## config.mk

```make
export PLATFORM = sky130hd
export DESIGN_NAME = usb_pack_fifo
export DESIGN_NICKNAME = d
export VERILOG_FILES = /design/src/rtl/usb_pkg.sv /design/src/rtl/usb_byte_packer.sv /design/src/rtl/usb_pack_fifo.sv
export SDC_FILE = /design/constraint.sdc
export NUM_CORES = 1
export LEC_CHECK = 0
export ABC_AREA = 0
export BUFFER_PORTS_ARGS = -buffer_cell sky130_fd_sc_hd__buf_4
export CAP_MARGIN = 20
export CORE_MARGIN = 1
export CORE_UTILIZATION = 30
export CTS_CLUSTER_DIAMETER = 200
export DETAILED_ROUTE_END_ITERATION = 12
export PLACE_DENSITY = 0.53
export SLEW_MARGIN = 15
export SYNTH_ARGS = -nofsm -noshare
export SYNTH_HDL_FRONTEND = slang
export SYNTH_SLANG_ARGS = --single-unit
```

## constraint.sdc

```tcl
create_clock -name clk -period 19.3 [get_ports clk]
set_clock_uncertainty 0.15 [all_clocks]
set_input_delay 1.93 -clock clk [delete_from_list [all_inputs] [get_ports clk]]
set_output_delay 1.93 -clock clk [all_outputs]
set_load 0.05 [all_outputs]
```

## src/rtl/usb_pkg.sv

```systemverilog
// rtl/usb_pkg.sv - USB bus typedefs and packing FIFO defaults
package usb_pkg;

  typedef logic [7:0]  bus8_t;
  typedef logic [31:0] bus32_t;

  localparam int USB_FIFO_DEPTH_DEF = 16;

  typedef struct packed {
    bus32_t     data;
    logic [2:0] nbytes;
    logic       last;
  } usb_word_t;

endpackage

```

## src/rtl/usb_byte_packer.sv

```systemverilog
// rtl/usb_byte_packer.sv - byte lane accumulator feeding the packing FIFO
module usb_byte_packer
  import usb_pkg::*;
#(
  parameter  int WORD_BYTES = 4,
  localparam int IW         = $clog2(WORD_BYTES),
  localparam int NW         = IW + 1,
  localparam int DW         = 8 * WORD_BYTES
) (
  input  logic          clk,
  input  logic          rst,
  input  logic          clr_i,
  input  logic          valid_i,
  input  bus8_t         data_i,
  input  logic          last_i,
  output logic          push_o,
  output logic [DW-1:0] word_o,
  output logic [NW-1:0] nbytes_o,
  output logic          last_o
);

  logic [DW-1:0] lanes_q, lanes_d;
  logic [IW-1:0] idx_q, idx_d;

  // Lanes are zeroed on every push, so unfilled lanes of a short word read as 0.
  always_comb begin
    word_o                         = lanes_q;
    word_o[{idx_q, 3'b000} +: 8]   = data_i;
    push_o   = valid_i && ((idx_q == IW'(WORD_BYTES - 1)) || last_i);
    nbytes_o = NW'(idx_q) + NW'(1);
    last_o   = last_i;

    lanes_d = lanes_q;
    idx_d   = idx_q;
    if (clr_i) begin
      lanes_d = '0;
      idx_d   = '0;
    end else if (valid_i) begin
      if (push_o) begin
        lanes_d = '0;
        idx_d   = '0;
      end else begin
        lanes_d = word_o;
        idx_d   = idx_q + IW'(1);
      end
    end
  end

  always_ff @(posedge clk or posedge rst) begin
    if (rst) begin
      lanes_q <= '0;
      idx_q   <= '0;
    end else begin
      lanes_q <= lanes_d;
      idx_q   <= idx_d;
    end
  end

endmodule

```

## src/rtl/usb_pack_fifo.sv

```systemverilog
// rtl/usb_pack_fifo.sv - byte-to-word packing FIFO; USB_PACK_FIFO_PKTCNT_EN selects store-and-forward
module usb_pack_fifo
  import usb_pkg::*;
#(
  parameter  int DEPTH      = USB_FIFO_DEPTH_DEF,
  parameter  int WORD_BYTES = 4,
  localparam int AW         = $clog2(DEPTH),
  localparam int NW         = $clog2(WORD_BYTES) + 1,
  localparam int DW         = 8 * WORD_BYTES
) (
  input  logic          clk,
  input  logic          rst,
  input  logic          clr,
  input  logic          wr_valid,
  input  bus8_t         wr_data,
  input  logic          wr_last,
  output logic          wr_ready,
  output logic          rd_valid,
  output logic [DW-1:0] rd_data,
  output logic [NW-1:0] rd_nbytes,
  output logic          rd_last,
  input  logic          rd_ready,
  output logic [AW:0]   level
`ifdef USB_PACK_FIFO_PKTCNT_EN
  ,
  output logic [AW:0]   pkt_cnt
`endif
);

  logic [AW:0]   wr_ptr_q, wr_ptr_d, rd_ptr_q, rd_ptr_d, level_d;
  logic          ready_q;
  logic [DW-1:0] data_mem_q [DEPTH];
  logic [NW-1:0] nb_mem_q   [DEPTH];
  logic          last_mem_q [DEPTH];

  logic          flush, accept, pop, empty, full_now;
  logic          push;
  logic [DW-1:0] push_word;
  logic [NW-1:0] push_nbytes;
  logic          push_last;

  assign level    = wr_ptr_q - rd_ptr_q;
  assign empty    = (wr_ptr_q == rd_ptr_q);
  assign full_now = (level == (AW+1)'(DEPTH));
  assign wr_ready = ready_q;
  assign accept   = wr_valid && ready_q && !flush;
  assign pop      = rd_valid && rd_ready && !flush;

  assign rd_data   = data_mem_q[rd_ptr_q[AW-1:0]];
  assign rd_nbytes = nb_mem_q[rd_ptr_q[AW-1:0]];
  assign rd_last   = last_mem_q[rd_ptr_q[AW-1:0]];

`ifdef USB_PACK_FIFO_PKTCNT_EN
  logic [AW:0] pkt_cnt_q, pkt_cnt_d;

  // Storage full with no complete packet can never drain: flush it.
  assign flush    = clr || (full_now && (pkt_cnt_q == '0));
  assign rd_valid = !empty && (pkt_cnt_q != '0);
  assign pkt_cnt  = pkt_cnt_q;

  always_comb begin
    pkt_cnt_d = pkt_cnt_q;
    if (flush) begin
      pkt_cnt_d = '0;
    end else begin
      if (push && push_last)
        pkt_cnt_d = pkt_cnt_d + (AW+1)'(1);
      if (pop && rd_last)
        pkt_cnt_d = pkt_cnt_d - (AW+1)'(1);
    end
  end

  always_ff @(posedge clk or posedge rst) begin
    if (rst) pkt_cnt_q <= '0;
    else     pkt_cnt_q <= pkt_cnt_d;
  end
`else
  assign flush    = clr;
  assign rd_valid = !empty;
`endif

  usb_byte_packer #(.WORD_BYTES(WORD_BYTES)) u_packer (
    .clk      (clk),
    .rst      (rst),
    .clr_i    (flush),
    .valid_i  (accept),
    .data_i   (wr_data),
    .last_i   (wr_last),
    .push_o   (push),
    .word_o   (push_word),
    .nbytes_o (push_nbytes),
    .last_o   (push_last)
  );

  always_comb begin
    wr_ptr_d = wr_ptr_q;
    rd_ptr_d = rd_ptr_q;
    if (flush) begin
      wr_ptr_d = '0;
      rd_ptr_d = '0;
    end else begin
      if (push) wr_ptr_d = wr_ptr_q + (AW+1)'(1);
      if (pop)  rd_ptr_d = rd_ptr_q + (AW+1)'(1);
    end
    level_d = wr_ptr_d - rd_ptr_d;
  end

  // ready is registered from next-state occupancy so it is low throughout reset.
  always_ff @(posedge clk or posedge rst) begin
    if (rst) begin
      wr_ptr_q <= '0;
      rd_ptr_q <= '0;
      ready_q  <= 1'b0;
    end else begin
      wr_ptr_q <= wr_ptr_d;
      rd_ptr_q <= rd_ptr_d;
      ready_q  <= (level_d != (AW+1)'(DEPTH));
    end
  end

  always_ff @(posedge clk or posedge rst) begin
    if (rst) begin
      for (int i = 0; i < DEPTH; i++) begin
        data_mem_q[i] <= '0;
        nb_mem_q[i]   <= '0;
        last_mem_q[i] <= 1'b0;
      end
    end else if (push && !flush) begin
      data_mem_q[wr_ptr_q[AW-1:0]] <= push_word;
      nb_mem_q[wr_ptr_q[AW-1:0]]   <= push_nbytes;
      last_mem_q[wr_ptr_q[AW-1:0]] <= push_last;
    end
  end

endmodule

```

After elaboration in Yosys (flattened, before gate mapping)
Cells that the tools add are included.
Widths: inputs -> output; s select.
{"block": "word_totals", "out_inout_bits": 43, "reg_bits": 621, "in_bits": 14}
{"block": "classes", "order_cmp": 3, "reduce_logical": 11, "n_bitwise": 2, "n_eq_ne": 3, "n_mux": 29, "addsub": 7, "shift": 2}
{"operator": "$bwmux 512", "n": 1}
{"operator": "$mux 32", "n": 6}
{"operator": "$bmux 32 s4", "n": 1}
{"operator": "$demux 32 s4", "n": 1}
{"operator": "$bwmux 48", "n": 1}
{"operator": "$bwmux 32", "n": 1}
{"operator": "$shift 8x7->32 const A", "n": 1}
{"operator": "$shiftx 8x7->32", "n": 1}
{"operator": "$mux 5", "n": 4}
{"operator": "$bwmux 16", "n": 1}
{"operator": "$bmux 3 s4", "n": 1}
{"operator": "$demux 3 s4", "n": 1}
{"operator": "$add 5x1->5 const B", "n": 2}
{"operator": "$ge 5x5->1 const B", "n": 2}
{"operator": "$not 4->5", "n": 2}
{"operator": "$sub 5x5->5", "n": 2}
{"operator": "$mux 3", "n": 3}
{"operator": "$logic_and 1x1->1", "n": 7}
{"operator": "$neg 5->7", "n": 1}
{"operator": "$mux 2", "n": 3}
{"operator": "$eq 5x5->1", "n": 1}
{"operator": "$lt 5x1->1 const B", "n": 1}
{"operator": "$ne 5x5->1 const B", "n": 1}
{"operator": "$bmux 1 s4", "n": 1}
{"operator": "other kinds (8)", "n": 11}

Logic depth before layout (Yosys ltp)
{"block": "depth", "ltp_word": 8, "ltp_mapped": 19, "depth_no_buf": 15}

Cells and area by module
A second synthesis with hierarchy kept.
{"block": "unflattened", "hier_cells": 1746, "hier_area_um2": 29027.8}
{"mod": "usb_pack_fifo", "area_per_inst_um2": 27162.3, "n_inst": 1, "cells_each": 1580}
{"mod": "usb_byte_packer", "area_per_inst_um2": 1865.5, "n_inst": 1, "cells_each": 166}

Worst setup path after synthesis
OpenSTA, ideal clock, no wires.
{"block": "synth_timing", "kind": "reg2out", "startpoint": "register rd_ptr_q[3]", "endpoint": "output level[3]", "slack_ps": 14872, "t_arrival_ps": 2348, "stages_incl_launch_ff": 7, "path_buffers": 3, "cell_sequence": "dfrtp_1 -> clkbuf_1 -> inv_1 -> clkbuf_1 -> clkbuf_1 -> ha_1 -> xnor2_1"}
{"block": "synth_via", "elab_chain_cells": 1}
{"element": "start: declaration", "line": "usb_pack_fifo.sv:30", "rtl": "logic [AW:0] wr_ptr_q, wr_ptr_d, rd_ptr_q, rd_ptr_d, level_d;"}
{"element": "start signal: assignment", "line": "usb_pack_fifo.sv:116", "rtl": "rd_ptr_q <= rd_ptr_d;"}
{"element": "$sub 5x5->5", "line": "usb_pack_fifo.sv:42", "rtl": "assign level = wr_ptr_q - rd_ptr_q;"}
{"element": "end: declaration", "line": "usb_pack_fifo.sv:23", "rtl": "output logic [AW:0] level"}
No other way between the ends.

Worst setup path in the final report
{"block": "layout_timing", "startpoint": "register rd_ptr_q[1]", "endpoint": "output rd_nbytes[1]"}
{"block": "layout_via", "elab_chain_cells": 4}
{"element": "$not 4->5 (not written as such)", "line": "usb_pack_fifo.sv:50", "rtl": "assign rd_nbytes = nb_mem_q[rd_ptr_q[AW-1:0]];"}
{"element": "$bmux 3 s4", "line": "usb_pack_fifo.sv:50"}
{"element": "$mux 3 (not written as such) (2 in series)", "line": "usb_pack_fifo.sv:50"}
{"element": "end: declaration", "line": "usb_pack_fifo.sv:20", "rtl": "output logic [NW-1:0] rd_nbytes,"}
No other way between the ends. The select of a mux whose other input is x is not followed.

==> flow_metrics.py <==
metrics = {
    "synth": {
        "synthCells": 2612,
        "synthAdderAreaFrac_pct": 0.934,
        "synth_common_cells": "621 x dfrtp_1, 489 x nand2_1, 476 x o21ai_0",
        "synth_cell_types": 47,
        "synth_top_area_share_pct": 56.3,
        "synth_simple_gate_area_share_pct": 10.8,
        "synth-xor-area-share_pct": 0.413,
        "ys_seq_elements": 621,
        "yosysWarnings": 0,
        "ys_seq_area_share_pct": 56.3,
        "synth_area_sq_mm": 0.0276,
        "synth_edf_count": 0,
        "syn_nets": 2646,
        "synth_top_cell_by_area": "dfrtp_1",
        "synth_top_family_by_area": "compound AO/OA/AOI/OAI gates",
        "synth-compound-area-share_pct": 15.2,
        "ys_top_cells_by_area": "dfrtp_1 56%, o21ai_0 8.6%, nand2_1 6.7%, mux4_2 5.9%, mux2i_1 5.3%",
        "avgSynthCellArea_sq_um": 10.6,
        "synth_ff_type": "dfrtp_1",
        "yosys.cell_count.top_type": "dfrtp_1",
        "synth_mux_area_share_pct": 12.7,
        "async_reset_ff_share_pct": 100,
    },
    "cells_and_area": {
        "multiInputGateArea_sq_mm": 0.0111,
        "drive_gt1_share_pct": 14.0,
        "diodes": 0,
        "fill_cells": 9041,
        "ff_latch_area_sq_mm": 0.0155,
        "fin_nets": 2620,
        "syn_to_final_growth_pct": 14.2,
    },
    "grt": {
        "antenna_found_initial": 4,
        "grt.met1_usage_pct": 24.7,
        "grt_pass1_wl_mm": 121,
        "grt_max_degree": 78,
        "grt_pass1_vias": 19100,
        "overflow": 0,
        "grt_util_met2_pct": 25.6,
        "busiest_layer": "met2",
        "grt.total_usage_pct": 16.8,
        "met3_usage_pct": 3.20,
    },
    "clocking": {
        "clk_path_buf_depth": 3,
        "cts.sinks": 621,
        "cts-resized-gates": 0,
        "path_clk_slew_ns": 0.06,
        "cts_max_level": 3,
        "cts_tree": "built",
        "cts_made_buffers": 68,
        "clock_latency_ns": 0.62,
        "post-cts-setup-buffer-count": 0,
        "ctsHoldBuffers": 0,
        "clockRootBuffer": "clkbuf_16",
    },
    "place": {
        "dp_hpwl_mm": 42.6,
        "preCtsSetupSlack_ns": 13.59,
        "portBuffers": 56,
        "gp_congestion": 0.727,
    },
    "run": {
        "drv_cap": 0,
    },
    "timing": {
        "rsz0062_at_grt": "no",
        "maxSlewViolCount": 0,
        "setup_violations": 0,
        "hold_viol_final": 0,
        "worst_slew_pin_slew_ns": 1.12,
        "fin_setup_tns_ns": 0,
        "max_freq_mhz": 167,
        "max_slew_margin_pct": 25.4,
        "post-route-min-period_ns": 5.98,
        "finalCritPeriodShare_pct": 31.0,
        "fin_ws_ns": 13.32,
    },
    "power_and_ir_drop": {
        "ir_drop_mv": 0.0503,
        "p_leak_uw": 0.0136,
        "cellPowerDensity_mw_per_mm2": 95.4,
    },
    "critical_path": {
        "crit_fanout": 62,
        "cp-end-kind": "output port",
        "worst_ep_required_time_ns": 17.22,
        "reg2reg_setup_slack_ns": 14.86,
        "start_kind": "flop",
        "crit_type": "flop to output port",
        "cp.arrival_ns": 3.90,
    },
    "route": {
        "drtAntennaViolNets": 0,
        "dr.pass1.iters": 5,
        "drc": 0,
        "avgRoutedWirePerCell_um": 20.2,
        "first_iter_violations": 1419,
        "num_vias": 19000,
        "routed_wirelength_mm": 76.9,
        "via_per_inst": 4.98,
    },
    "floorplan": {
        "initial_core_util_pct": 30.5,
        "design.die.area_sq_mm": 0.0932,
        "die_y_um": 305,
        "coreArea_sq_mm": 0.0906,
        "ioPinCount": 57,
        "die_w_um": 305,
        "row_count": 110,
    },
    "hold_path": {
        "min_path_type": "flop to flop",
    },
    "run_status": {
        "outcome": "finished clean",
    },
}
[report_power, final]
group	switching (uW)	total [uW]	internal [uW]
clock	537	1330	791
combinational	220	337	116
sequential	17.7	1340	1320
total	775	3010	2230
[area by class of cell]
cell class              instances  area share, %
clock inverters                20          0.738
well taps                    1176           4.67
multi-input cells            1754           35.3
repair buffers                127           3.27
flip-flops and latches        621           49.3
clock buffers                 101           6.50
inverters                      14          0.179
[through the flow]
| stage | util, % | instance area (sq um) | power [uW] | hold WS [ns] | cells |
|---|---|---|---|---|---|
| 3_3_place_gp | 32.1 | 29000 | 1700 | 0.304 | 3678 |
| 2_1_floorplan | - | 27600 | 1610 | 0.292 | 2612 |
| 4_1_cts | 34.7 | 31400 | 3050 | 0.326 | 3810 |
| 6_report | 34.8 | 31500 | 3010 | 0.321 | 3813 |
| 5_1_grt | 34.8 | 31500 | 3120 | 0.344 | 3813 |
| 3_5_place_dp | 32.2 | 29100 | 1700 | 0.313 | 3689 |
[cell usage in the layout (no fill, tap or decap), types with 71 or more instances in the layout]
master	n
clkbuf_16	71
dfrtp_1	617
buf_4	120
mux4_2	72
a21oi_1	163
o21ai_0	476
nor2_1	139
nand2_1	488
a221oi_1	72
mux2i_1	145
[sequential cells by signal, indices dropped and copies added, names as in the netlist]
name and count:
nb_mem_q 48, u_packer.lanes_q 32, wr_ready 1, rd_ptr_q 5
u_packer.idx_q 2, wr_ptr_q 5, data_mem_q 512, last_mem_q 16
[cells by family after synthesis]
logic type	count (synthesis)
muxes	254
xor gates and xnor gates	13
and+or+nand+nor	705
DFF	621
buffers and inverters	237
AOI/OAI and AO/OA	762
adders and majority gates	20
[final timing paths]
path	depth (start not counted)	from	end
max in group asynchronous	6	rst	data_mem_q[44]
min in group asynchronous	3	rst	nb_mem_q[44]
worst min register to register	2	u_packer.lanes_q[9]	u_packer.lanes_q[9]
worst max register to register	15	rd_ptr_q[3]	wr_ready
worst max-delay path	7	rd_ptr_q[1]	rd_nbytes[1]
worst min-delay path	2	u_packer.lanes_q[9]	u_packer.lanes_q[9]
[metal layers]
layer  share of wire [%]  routed length (um)
met3                 4.3                3330
met1                  50               38100
met5               0.017                  13
met4                 1.5                1190
met2                  45               34300
[critical path: stages, from the launching register on]
cell      delay (ns)
dfrtp_4         0.67
inv_1           0.19
nor2_4          0.41
buf_4           0.87
a221oi_1        0.27
o21a_1          0.26
a221o_1         0.37
buf_4           0.24
No activity file was read; power rests on OpenSTA's default activity.
